## src/rtl/instr_sequencer.sv

```systemverilog
// Instruction sequencer: holds a small program store and issues words to the datapath in order.
// Define INSTR_SEQ_STEP_EN to add the step_i port and a WAIT_STEP gate in front of every issue.
module instr_sequencer #(
  parameter int DEPTH  = 32,
  parameter int ADDR_W = 5
) (
  input  logic              clk,
  input  logic              rst,
  input  logic              start_i,
  input  logic              abort_i,
`ifdef INSTR_SEQ_STEP_EN
  input  logic              step_i,
`endif
  input  logic              load_we_i,
  input  logic [ADDR_W-1:0] load_addr_i,
  input  logic [31:0]       load_data_i,
  input  logic [ADDR_W:0]   prog_len_i,
  output logic [31:0]       instr_o,
  output logic              instr_valid_o,
  output logic [ADDR_W-1:0] pc_o,
  output logic              busy_o,
  output logic              done_o
);

  typedef enum logic [2:0] {
    S_IDLE     = 3'd0,
    S_FETCH    = 3'd1,
    S_ISSUE    = 3'd2,
    S_MEM_HOLD = 3'd3,
    S_DONE     = 3'd4
`ifdef INSTR_SEQ_STEP_EN
    , S_WAIT_STEP = 3'd5
`endif
  } state_e;

  localparam logic [5:0]        OP_LW   = 6'b100010;
  localparam logic [5:0]        OP_SW   = 6'b100100;
  localparam logic [5:0]        OP_HALT = 6'b111111;
  localparam logic [ADDR_W:0]   DEPTH_W = (ADDR_W+1)'(DEPTH);
  localparam logic [ADDR_W:0]   LEN_ONE = (ADDR_W+1)'(1);
  localparam logic [ADDR_W-1:0] PC_ONE  = ADDR_W'(1);

  function automatic logic is_mem_op(input logic [31:0] w);
    is_mem_op = (w[31:26] == OP_LW) || (w[31:26] == OP_SW);
  endfunction

  function automatic logic is_halt_op(input logic [31:0] w);
    is_halt_op = (w[31:26] == OP_HALT);
  endfunction

  logic [31:0]       mem_q [DEPTH];
  state_e            state_q;
  logic [31:0]       instr_q;
  logic              valid_q;
  logic [ADDR_W-1:0] pc_q;
  logic              busy_q;
  logic              done_q;
  logic [ADDR_W:0]   len_q;

  logic [ADDR_W:0]   len_sel_s;
  logic              last_s;
  logic [ADDR_W-1:0] pc_inc_s;
  logic [31:0]       load_word_s;
  logic              load_halt_s;
  logic [31:0]       ld_instr_s;
  state_e            ld_state_s;

  // Advancing from ISSUE/MEM_HOLD fetches the following word; FETCH and WAIT_STEP fetch mem[pc].
  assign len_sel_s   = (prog_len_i > DEPTH_W) ? DEPTH_W : prog_len_i;
  assign last_s      = (({1'b0, pc_q} + LEN_ONE) == len_q);
  assign pc_inc_s    = pc_q + PC_ONE;
  assign load_word_s = (state_q == S_ISSUE || state_q == S_MEM_HOLD) ? mem_q[pc_inc_s] : mem_q[pc_q];
  assign load_halt_s = is_halt_op(load_word_s);
  assign ld_instr_s  = load_halt_s ? 32'd0 : load_word_s;
  assign ld_state_s  = load_halt_s ? S_DONE : S_ISSUE;

  // Program store: writable only while idle, never cleared by reset.
  always_ff @(posedge clk) begin
    if (load_we_i && !busy_q) begin
      mem_q[load_addr_i] <= load_data_i;
    end
  end

  // Sequencer FSM with all outputs registered.
  always_ff @(posedge clk or negedge rst) begin
    if (!rst) begin
      state_q <= S_IDLE;
      instr_q <= 32'd0;
      valid_q <= 1'b0;
      pc_q    <= {ADDR_W{1'b0}};
      busy_q  <= 1'b0;
      done_q  <= 1'b0;
      len_q   <= {(ADDR_W+1){1'b0}};
    end else if (abort_i) begin
      state_q <= S_IDLE;
      instr_q <= 32'd0;
      valid_q <= 1'b0;
      pc_q    <= {ADDR_W{1'b0}};
      busy_q  <= 1'b0;
      done_q  <= 1'b0;
    end else begin
      case (state_q)
        S_IDLE: begin
          if (start_i) begin
            len_q   <= len_sel_s;
            pc_q    <= {ADDR_W{1'b0}};
            busy_q  <= 1'b1;
            state_q <= (len_sel_s == {(ADDR_W+1){1'b0}}) ? S_DONE : S_FETCH;
            done_q  <= (len_sel_s == {(ADDR_W+1){1'b0}});
          end
        end
        S_FETCH: begin
`ifdef INSTR_SEQ_STEP_EN
          state_q <= S_WAIT_STEP;
`else
          instr_q <= ld_instr_s;
          valid_q <= !load_halt_s;
          done_q  <= load_halt_s;
          state_q <= ld_state_s;
`endif
        end
`ifdef INSTR_SEQ_STEP_EN
        S_WAIT_STEP: begin
          if (step_i) begin
            instr_q <= ld_instr_s;
            valid_q <= !load_halt_s;
            done_q  <= load_halt_s;
            state_q <= ld_state_s;
          end
        end
`endif
        S_ISSUE, S_MEM_HOLD: begin
          if (state_q == S_ISSUE && is_mem_op(instr_q)) begin
            state_q <= S_MEM_HOLD;
          end else if (last_s) begin
            state_q <= S_DONE;
            instr_q <= 32'd0;
            valid_q <= 1'b0;
            done_q  <= 1'b1;
          end else begin
            pc_q <= pc_inc_s;
`ifdef INSTR_SEQ_STEP_EN
            state_q <= S_WAIT_STEP;
            instr_q <= 32'd0;
            valid_q <= 1'b0;
`else
            instr_q <= ld_instr_s;
            valid_q <= !load_halt_s;
            done_q  <= load_halt_s;
            state_q <= ld_state_s;
`endif
          end
        end
        S_DONE: begin
          state_q <= S_IDLE;
          busy_q  <= 1'b0;
          done_q  <= 1'b0;
          pc_q    <= {ADDR_W{1'b0}};
        end
        default: begin
          state_q <= S_IDLE;
          instr_q <= 32'd0;
          valid_q <= 1'b0;
          busy_q  <= 1'b0;
          done_q  <= 1'b0;
          pc_q    <= {ADDR_W{1'b0}};
        end
      endcase
    end
  end

  assign instr_o       = instr_q;
  assign instr_valid_o = valid_q;
  assign pc_o          = pc_q;
  assign busy_o        = busy_q;
  assign done_o        = done_q;

endmodule

```

## config.mk

```make
export PLATFORM = sky130hd
export DESIGN_NAME = instr_sequencer
export DESIGN_NICKNAME = d
export VERILOG_FILES = /design/src/rtl/instr_sequencer.sv
export SDC_FILE = /design/constraint.sdc
export NUM_CORES = 2
export LEC_CHECK = 0
export BUFFER_PORTS_ARGS = -buffer_cell sky130_fd_sc_hd__buf_2
export CAP_MARGIN = 25
export CORE_MARGIN = 3
export CORE_UTILIZATION = 45
export DETAILED_ROUTE_END_ITERATION = 6
export GPL_TIMING_DRIVEN = 0
export PLACE_DENSITY = 0.58
export REMOVE_ABC_BUFFERS = 1
export SLEW_MARGIN = 20
export SYNTH_ARGS = -nofsm -noshare
export SYNTH_HDL_FRONTEND = slang
export SYNTH_SLANG_ARGS = --single-unit
export TNS_END_PERCENT = 30
```

## constraint.sdc

```tcl
create_clock -name clk -period 4.56 [get_ports clk]
set_input_delay 0.912 -clock clk [delete_from_list [all_inputs] [get_ports clk]]
set_output_delay 0.912 -clock clk [all_outputs]
set_load 0.005 [all_outputs]
```

==> metrics <==
Synth top area share 62.0%; first-pass GRT wire length 214 mm; top_reg_cell synth edfxtp_1; top cells by area, synth edfxtp_1, mux4_2, dfrtp_1; Via Count 28,511; endpoint class of the critical path flop; Core Area ~0.11 mm^2; first drt pass iteration count 6; max-cap violation count 0; clock skew 0.0204 ns; largest stage delay on the critical path 0.78 ns; Critical-path top delay cell dfrtp_4; Post-layout nets 2,744; Reg clk slew, reported paths 0.06 ns; synthesized area about 0.05 mm^2; fmax between 0.2 and 0.25 GHz; vias in the first global route approximately 30,000; Mapped Avg Cell Area 19.7 um^2; VDD IR max 0.000290 V; Pins Over Slew Limit 0; ys async rst share roughly 4.6%; worst-skew pair later-pin latency 0.69 ns; worst min-delay path category in -> async; clock root buffer clkbuf_16; hold buffers post-CTS 0; Port Buffers 87; Least-Margin Pin Slew 0.956 ns; r2r setup slk 0.06 ns; clk buf depth 3; Layout area overhead 18.5%; CP Class reg -> reg; largest net degree at the start of global routing 47; count of final hold-check violations 0; crit share post-route 98.7%; final wirelength about 150 mm; post-route cell area ~0.059 mm^2; Die Area 0.114 mm^2; Seq cells post-synth about 1,100; Die Ht 338 um; worst path cell trace buf_16 -> nand3_1 -> xor2_4 -> buf_16 -> nand2_1 -> a32oi_1 -> a31oi_2 -> a221oi_1 -> and4_4 -> nor3_4 -> buf_6 -> buf_8 -> a32o_1; row cnt 121; Seq/Total Area, Yosys 64.4%; placed inst area around 0.055 mm^2; Tmin final 4.50 ns; Syn Inst Count 2,518; largest area contributor in the synthesized netlist edfxtp_1; total track usage 26.5%; crit start category flop; outcome completed; Most common cell on crit path buf_16; hpwl dp 99.2 mm; routed len/inst 34.8 um; initial antenna violation count 6; WP data arrival 5.06 ns; Yosys warnings 0; relative slew slack 36.1%; Residual DRC 0; clock sink count roughly 1,100; DR vias/cell 6.68; pre-CTS WS -0.485 ns; Final Worst Setup Slack 0.0613 ns; cts bufs inserted 114; Filler cells 8,259; setup violators final 0; unrepaired setup endpoints after global routing no; I/O pin cnt between 80 and 90; Routability Congestion 0.756; Critical R2R Launch pc_o[2]; Crit Path Max Fanout 24; post-route ant nets 0; Tot Pwr 21.4 mW; global route overflow 0; Power Density 364 mW/mm^2; Setup crit start pc_o[2]; fraction of layout cells with a size suffix above 1 a little under two fifths; post-synthesis cell type count 59; Leak 18.0 nW; Post-synth EDFFs 1,024; initial core utilization 45.5%; die width 338 um; DRT iter0 DRCs 3,623; htree depth 3; fin util roughly 54%; TritonCTS clock tree done; Crit path required time between 5 and 6 ns
==> cell families (layout without fill, tap and decap cells) <==
group                      count (synthesis)  in the layout  synth area share, %
other                                      0              6                    0
muxes                                    610            610                 26.6
xor gates and xnor gates                  13             13                0.282
DFF                                     1073           1073                 64.4
buffers and inverters                    202            469                 1.96
and+or+nand+nor                          470            470                 4.14
AOI/OAI and AO/OA                        149            149                 2.51
adders and majority gates                  1              1               0.0252
==> cells in the final DEF, fill, tap and decap left out, types with 16 or more instances in the layout <==
| master | Yosys | final |
|---|---|---|
| edfxtp_1 | 1024 | 1024 |
| buf_16 | 0 | 101 |
| clkinv_1 | 1 | 27 |
| buf_12 | 0 | 42 |
| mux2i_1 | 41 | 41 |
| a32o_1 | 26 | 26 |
| nand2_1 | 281 | 281 |
| dfrtp_1 | 49 | 44 |
| clkbuf_1 | 61 | 34 |
| clkinv_2 | 0 | 16 |
| and3_1 | 29 | 29 |
| nor2_4 | 0 | 32 |
| buf_6 | 11 | 17 |
| buf_2 | 90 | 86 |
| o21ai_0 | 16 | 16 |
| nor2_1 | 52 | 20 |
| clkbuf_16 | 0 | 116 |
| a311o_1 | 27 | 27 |
| nand3_1 | 68 | 68 |
| mux4_2 | 568 | 568 |
| a311oi_1 | 26 | 26 |
==> routing by layer <==
metal | up-vias | part of all wire (%) | global-route usage, %
met5 | - | 0.013 | 0
met4 | 4 | 3.4 | 8.49
met3 | 309 | 11 | 6.69
met2 | 1596 | 45 | 39.3
met1 | 15459 | 41 | 38.9
li1 | 11143 | - | -
==> power by group <==
part	switching [mW]	internal, mW
combinational	0.883	0.791
sequential	0.0879	10.9
clock	3.72	4.98
total	4.69	16.7
==> sequential cells by signal, indices dropped and copies added (netlist names) <==
name           count
mem_q           1024
instr_o           32
busy_o             1
state_q            3
pc_o               5
len_q              6
instr_valid_o      1
done_o             1
==> final cells by class <==
class / instances / area, um^2 / area share [%]
Inverter: 2 / 7.51 / 0.0128
Tap cell: 1476 / 1850 / 3.14
Clock buffer: 154 / 3090 / 5.25
Timing Repair Buffer: 261 / 4430 / 7.54
Multi-Input combinational cell: 1243 / 17000 / 29.0
Antenna cell: 6 / 15.0 / 0.0255
Clock inverter: 52 / 377 / 0.641
Sequential cell: 1073 / 32000 / 54.4
==> worst max-delay path, delay by kind of cell, from the launching register on <==
| kind | cells | cell delay, ns |
|---|---|---|
| AND/OR/NAND/NOR | 4 | 0.85 |
| flip-flops | 1 | 0.78 |
| buffers and inverters | 4 | 0.92 |
| AO/OA/AOI/OAI | 4 | 1.15 |
| XOR/XNOR | 1 | 0.61 |
==> per-stage QoR <==
| stage | TNS [ns] | hold slack (ns) | std cells |
|---|---|---|---|
| after global placement | -3342.30 | 0.479 | 3881 |
| after CTS | 0 | 0.177 | 4260 |
| final | 0 | 0.221 | 4267 |
| after floorplan | -909.94 | 0.469 | 2318 |
| after global routing | 0 | 0.192 | 4262 |
| after detailed placement | -10.68 | 0.477 | 4048 |
==> path summary, 6_finish.rpt <==
check,to,cells past startpoint
setup reg to reg,instr_o[11],13
setup / recovery,instr_o[11],13
max in group asynchronous,instr_o[7],2
hold / removal,instr_o[22],1
hold reg to reg,instr_o[19],1
min in group clk,instr_o[19],1
==> cells in the mapped netlist (all sizes together), types with 2 or more instances <==
library cell / number
a21oi: 10
a221oi: 2
a22o: 7
a22oi: 9
a311o: 27
a311oi: 26
a31oi: 4
a32o: 26
and3: 29
buf: 139
clkbuf: 61
dfrtp: 49
edfxtp: 1024
mux2i: 41
mux4: 568
nand2: 281
nand2b: 11
nand3: 68
nand3b: 3
nand4: 2
nand4b: 2
nor2: 52
nor2b: 3
nor3: 5
nor3b: 3
nor4: 2
o211ai: 4
o21ai: 16
o2bb2ai: 2
o311ai: 2
o41ai: 5
or3: 2
or3b: 3
xnor2: 7
xor2: 6
==> what timing repair did <==
action	CTS	global route
resized for setup	2	0
setup endpoints to repair	36	0
buffers inserted	6	0
No activity file was read; power rests on OpenSTA's default activity.
